## config.mk

```make
export PLATFORM = sky130hd
export DESIGN_NAME = weighted_rr_arbiter
export DESIGN_NICKNAME = d
export VERILOG_FILES = /design/src/rtl/wrr_arb_pkg.sv /design/src/rtl/rr_pick_first.sv /design/src/rtl/weighted_rr_arbiter.sv
export SDC_FILE = /design/constraint.sdc
export NUM_CORES = 1
export LEC_CHECK = 0
export BUFFER_PORTS_ARGS = -buffer_cell sky130_fd_sc_hd__buf_2
export CELL_PAD_IN_SITES_DETAIL_PLACEMENT = 1
export CELL_PAD_IN_SITES_GLOBAL_PLACEMENT = 2
export CORE_ASPECT_RATIO = 1.1
export CORE_MARGIN = 2
export CORE_UTILIZATION = 32
export DETAILED_ROUTE_END_ITERATION = 6
export HOLD_SLACK_MARGIN = 0.08
export PLACE_DENSITY_LB_ADDON = 0.1
export SETUP_SLACK_MARGIN = 0.3
export SYNTH_ARGS = -nofsm -noshare
export SYNTH_HDL_FRONTEND = slang
export SYNTH_SLANG_ARGS = --single-unit
```

## constraint.sdc

```tcl
create_clock -name clk -period 5.25 [get_ports clk]
set_input_delay 1.05 -clock clk [delete_from_list [all_inputs] [get_ports clk]]
set_output_delay 1.05 -clock clk [all_outputs]
set_load 0.1 [all_outputs]
```

## src/rtl/wrr_arb_pkg.sv

```systemverilog
// rtl/wrr_arb_pkg.sv - shared types and helpers for the weighted round-robin arbiter
package wrr_arb_pkg;

  typedef enum logic {ARB_IDLE, ARB_GRANT} arb_state_e;

  // A zero weight still earns one beat so a client can never be starved by its own config.
  function automatic int unsigned eff_weight(input int unsigned w);
    return (w == 0) ? 1 : w;
  endfunction

endpackage

```

## src/rtl/rr_pick_first.sv

```systemverilog
// rtl/rr_pick_first.sv - circular first-requester search starting at a given index
module rr_pick_first #(
  parameter  int N     = 4,
  localparam int IDX_W = $clog2(N)
) (
  input  logic [N-1:0]     req,
  input  logic [IDX_W-1:0] start,
  output logic             found,
  output logic [IDX_W-1:0] idx
);

  logic [2*N-1:0] dbl;
  logic [2*N-1:0] masked;

  // Lower copy is masked below start, upper copy supplies the wrap-around; lowest hit wins.
  always_comb begin
    dbl    = {req, req};
    masked = '0;
    found  = 1'b0;
    idx    = '0;
    for (int i = 0; i < 2 * N; i++) begin
      masked[i] = dbl[i] && (i >= int'(start));
    end
    for (int i = 2 * N - 1; i >= 0; i--) begin
      if (masked[i]) begin
        found = 1'b1;
        idx   = (i >= N) ? IDX_W'(i - N) : IDX_W'(i);
      end
    end
  end

endmodule

```

## src/rtl/weighted_rr_arbiter.sv

```systemverilog
// rtl/weighted_rr_arbiter.sv - weighted round-robin arbiter with grant hold; optional WRR_ARB_LOCK_EN adds lock input
module weighted_rr_arbiter
  import wrr_arb_pkg::*;
#(
  parameter  int NUM_CLIENTS = 4,
  parameter  int WEIGHT_W    = 4,
  localparam int IDX_W       = $clog2(NUM_CLIENTS)
) (
  input  logic                            clk,
  input  logic                            rst,
  input  logic [NUM_CLIENTS-1:0]          req,
  input  logic [NUM_CLIENTS*WEIGHT_W-1:0] weight,
  input  logic                            gnt_ready,
`ifdef WRR_ARB_LOCK_EN
  input  logic [NUM_CLIENTS-1:0]          lock,
`endif
  output logic [NUM_CLIENTS-1:0]          grant,
  output logic                            grant_valid,
  output logic [IDX_W-1:0]                grant_idx
);

  arb_state_e          state;
  logic [IDX_W-1:0]    pointer;
  logic [WEIGHT_W-1:0] credit;

  logic                owner_req;
  logic                lock_hold;
  logic                beat;
  logic                expire;
  logic                release_w;
  logic [IDX_W-1:0]    next_idx;
  logic [IDX_W-1:0]    scan_start;
  logic                pick_found;
  logic [IDX_W-1:0]    pick_idx;
  logic [WEIGHT_W-1:0] pick_weight;

  // Owner handshake: beat accounting, credit expiry and the release decision.
  always_comb begin
    owner_req = req[grant_idx];
`ifdef WRR_ARB_LOCK_EN
    lock_hold = lock[grant_idx];
`else
    lock_hold = 1'b0;
`endif
    beat       = (state == ARB_GRANT) && gnt_ready && owner_req;
    expire     = beat && (credit == WEIGHT_W'(1)) && !lock_hold;
    release_w  = (state == ARB_GRANT) && (!owner_req || expire);
    next_idx   = (grant_idx == IDX_W'(NUM_CLIENTS - 1)) ? '0 : grant_idx + 1'b1;
    scan_start = release_w ? next_idx : pointer;
  end

  rr_pick_first #(
    .N (NUM_CLIENTS)
  ) u_pick (
    .req   (req),
    .start (scan_start),
    .found (pick_found),
    .idx   (pick_idx)
  );

  // Weight of the candidate being loaded, sampled only at grant load time.
  always_comb begin
    pick_weight = '0;
    for (int i = 0; i < NUM_CLIENTS; i++) begin
      if (pick_idx == IDX_W'(i)) begin
        pick_weight = WEIGHT_W'(eff_weight(32'(weight[i*WEIGHT_W +: WEIGHT_W])));
      end
    end
  end

  // Arbitration FSM: load a new owner when idle or on release, else count beats down.
  always_ff @(posedge clk or posedge rst) begin
    if (rst) begin
      state       <= ARB_IDLE;
      grant       <= '0;
      grant_valid <= 1'b0;
      grant_idx   <= '0;
      pointer     <= '0;
      credit      <= '0;
    end else if (state == ARB_IDLE || release_w) begin
      if (release_w) begin
        pointer <= next_idx;
      end
      if (pick_found) begin
        state       <= ARB_GRANT;
        grant       <= NUM_CLIENTS'(1) << pick_idx;
        grant_valid <= 1'b1;
        grant_idx   <= pick_idx;
        credit      <= pick_weight;
      end else begin
        state       <= ARB_IDLE;
        grant       <= '0;
        grant_valid <= 1'b0;
      end
    end else if (beat && credit != WEIGHT_W'(1)) begin
      // A locked owner at credit 1 falls through here and saturates.
      credit <= credit - 1'b1;
    end
  end

endmodule

```

==> summary.txt <==
Floorplanning
  – Die ar.: 0.00374 mm^2
  – DIE HEIGHT: 64.0 um
  – Die Wd: 58.5 um
  – # IOs: 30
  – Initial Utilization: about a third
  – Row cnt: 21
  – Core ar.: 0.00307 mm^2

Layout
  – Final Cell Area: 0.00125 mm^2
  – Most frequent cells in the layout: buf_2, nand2_1, dfrtp_1
  – # fillers: a little under 400
  – Commonest non-fill, non-tap cell in the layout: buf_2
  – # nets final: about 180
  – Layout cells sized above 1: 30.2%
  – Ant diodes: 0
  – P&R area growth vs syn: 19.1%

Global routing
  – Initial antenna violation count: 0
  – First-pass GRT wire length: 5090 um
  – Number of global-route vias before repair: 1,110
  – All-Layer GR Usage: 17.6%
  – Largest net degree at the start of global routing: 14
  – Gr ovfl total: 0

Placement
  – Port Buffers: 29
  – Dpl hpwl: 2380 um
  – GP Congestion: 0.804
  – Placed inst area: between 0.001 and 0.0015 mm^2
  – Dpl ws: approximately 1.8 ns

Timing
  – Fin. Hold Viols: 0
  – Hold Slack: 0.489 ns
  – Setup Viol. Count Final: 0
  – Min Tclk post-route: 3.17 ns
  – Slew Viols, Final: 0
  – Max_slew headroom: 59.4%
  – Worst clock skew: roughly 0.0027 ns
  – Slew @ Worst Pin: roughly 0.61 ns
  – RSZ-0062 raised after global routing: no
  – Crit share post-route: 60.4%
  – Fmax: 0.315 GHz
  – Post-route setup slack: 2.08 ns
  – Setup TNS: 0 ns

Critical path
  – Crit-path cells: buf_2 -> nor3b_2 -> nand3_1 -> a221oi_1 -> a41oi_1 -> a21oi_1 -> mux2_2 -> o21ai_0 -> o21ai_0
  – Crit path from: gnt_ready
  – Worst Setup EP: credit[2]
  – Critical path required time: 5.41 ns
  – Flop2flop setup slack: 2.48 ns
  – Cell with the largest stage delay on the worst path: a21oi_1
  – Worst setup SP type: input port
  – Largest stage delay, worst path: 0.54 ns
  – Crit path capture type: register
  – Critical Path Most Common Cell: o21ai_0
  – R2R Path End: credit[2]
  – Reg2reg start: grant_idx[0]
  – Crit Path Max Fanout: 7
  – Worst Path Arrival: 3.33 ns
  – CP Class: in -> reg
  – Worst Reg-to-Reg Cells: 8

Yosys
  – Post-Synthesis Cell Area: 0.00105 mm^2
  – EDFF count, synth: 0
  – Share of the synthesized area in the top cell type: 31.1%
  – Ys async rst share: 100%
  – Mean Syn Cell Area: 8.86 um^2
  – Largest area contributor in the netlist: dfrtp_1
  – Sequential fraction of the synthesis area: 31.1%
  – Synth area leaders: dfrtp_1, mux2_2, nand2_1, mux2i_1, o21ai_0
  – Ys flop type: dfrtp_1
  – Register bit total from synthesis: 13
  – Synthesis warning total: 0
  – Synth Net Count: 144
  – Count of cell types in the netlist: 41
  – Synthesized instance count: 118

Detailed routing
  – 1st-iter DRT viols: 38
  – # DRC: 0
  – Total number of vias: about 1,000
  – WL final: 2910 um
  – DRT Pass-1 Iters: 4
  – Via/cell ratio: 5.60
  – DR WL/cell: about 16 um
  – ANT nets after route: 0

Clocking
  – Postcts setup bufs: 0
  – CTS Sinks: 13
  – Root Buffer: clkbuf_4
  – Total CTS buffers: 3
  – CTS tree: built
  – Hold Buf Count CTS: 0
  – CTS Buffer Depth: 2
  – Worst-skew pair later-pin latency: 0.28 ns
  – Worst-path clk slew: 0.09 ns
  – Cts repair resizes: 0
  – H-Tree Depth: 1

Worst hold path
  – Worst hold stages: 2
  – Hold Path Class: reg -> reg

Pwr
  – Power Density: a little under 700 mW/mm^2
  – Overall power: 0.847 mW
  – VDD IR-drop max: 0.438 mV
  – P_leak: 0.598 nW

Job
  – Max Cap Viol: 0

Run status
  – Status: finished clean
synthesized netlist by cell type (2+ instances only):
cell type,n
nand2_1,16
dfrtp_1,13
o21ai_0,10
inv_1,7
mux2_2,6
nor2_1,6
and2_1,5
mux2i_1,5
nor3_1,5
a21oi_1,4
ha_1,3
nand2b_1,3
nand4_1,3
a2bb2oi_1,2
a41oi_1,2
nand3_1,2
nor2b_1,2
worst max-delay path, delay by kind of cell:
family	cells	cell delay, ns
AOI/OAI and AO/OA	5	1.26
buffers and inverters	1	0.10
muxes	1	0.40
and+or+nand+nor	2	0.53
metrics by stage:
stage               utilization (%)  cells
global route                   40.5    183
finish                         40.5    183
global placement               39.6    179
CTS                            40.5    183
detailed placement             39.6    179
floorplan                         -    118
where the power goes:
group	internal [mW]	switching, mW	leakage (nW)
logic	0.209	0.378	0.424
registers	0.146	0.0496	0.157
clock network	0.0282	0.0363	0.0177
how the worst min path moves through the flow:
stage | to | from | slack [ns]
6_report | grant[2] | grant[2] | 0.49
5_1_grt | grant[0] | grant[0] | 0.52
4_1_cts | grant[2] | grant[2] | 0.49
3_5_place_dp | grant[2] | grant[2] | 0.47
3_3_place_gp | grant[2] | grant[2] | 0.46
2_1_floorplan | credit[1] | credit[1] | 0.48
sequential cells by signal, indices dropped and copies added (netlist names):
| name | flops |
|---|---|
| grant | 4 |
| pointer | 2 |
| grant_idx | 2 |
| state | 1 |
| credit | 4 |
cells by family after synthesis:
family | Yosys count | synth area share (%)
AOI/OAI and AO/OA | 35 | 26.1
adders and majority gates | 3 | 3.59
buffers and inverters | 9 | 3.95
DFF | 13 | 31.1
muxes | 12 | 12.7
and+or+nand+nor | 46 | 22.6
metal layers:
layer	part of all wire, %	global-route usage [%]
met1	46	22.7
met2	49	30.2
met3	3.8	1.82
met4	1.1	5.23
met5	0	0
final cells by class:
class / instances / area, um^2 / share of cell area [%]
timing repair buffer: 29 / 145 / 11.6
clock inverter: 1 / 5.00 / 0.402
tap: 34 / 42.5 / 3.41
multi-input combinational: 96 / 679 / 54.5
inverter: 7 / 26.3 / 2.11
clock buffer: 3 / 22.5 / 1.81
sequential: 13 / 325 / 26.1
Power figures use the tool's default switching activity.
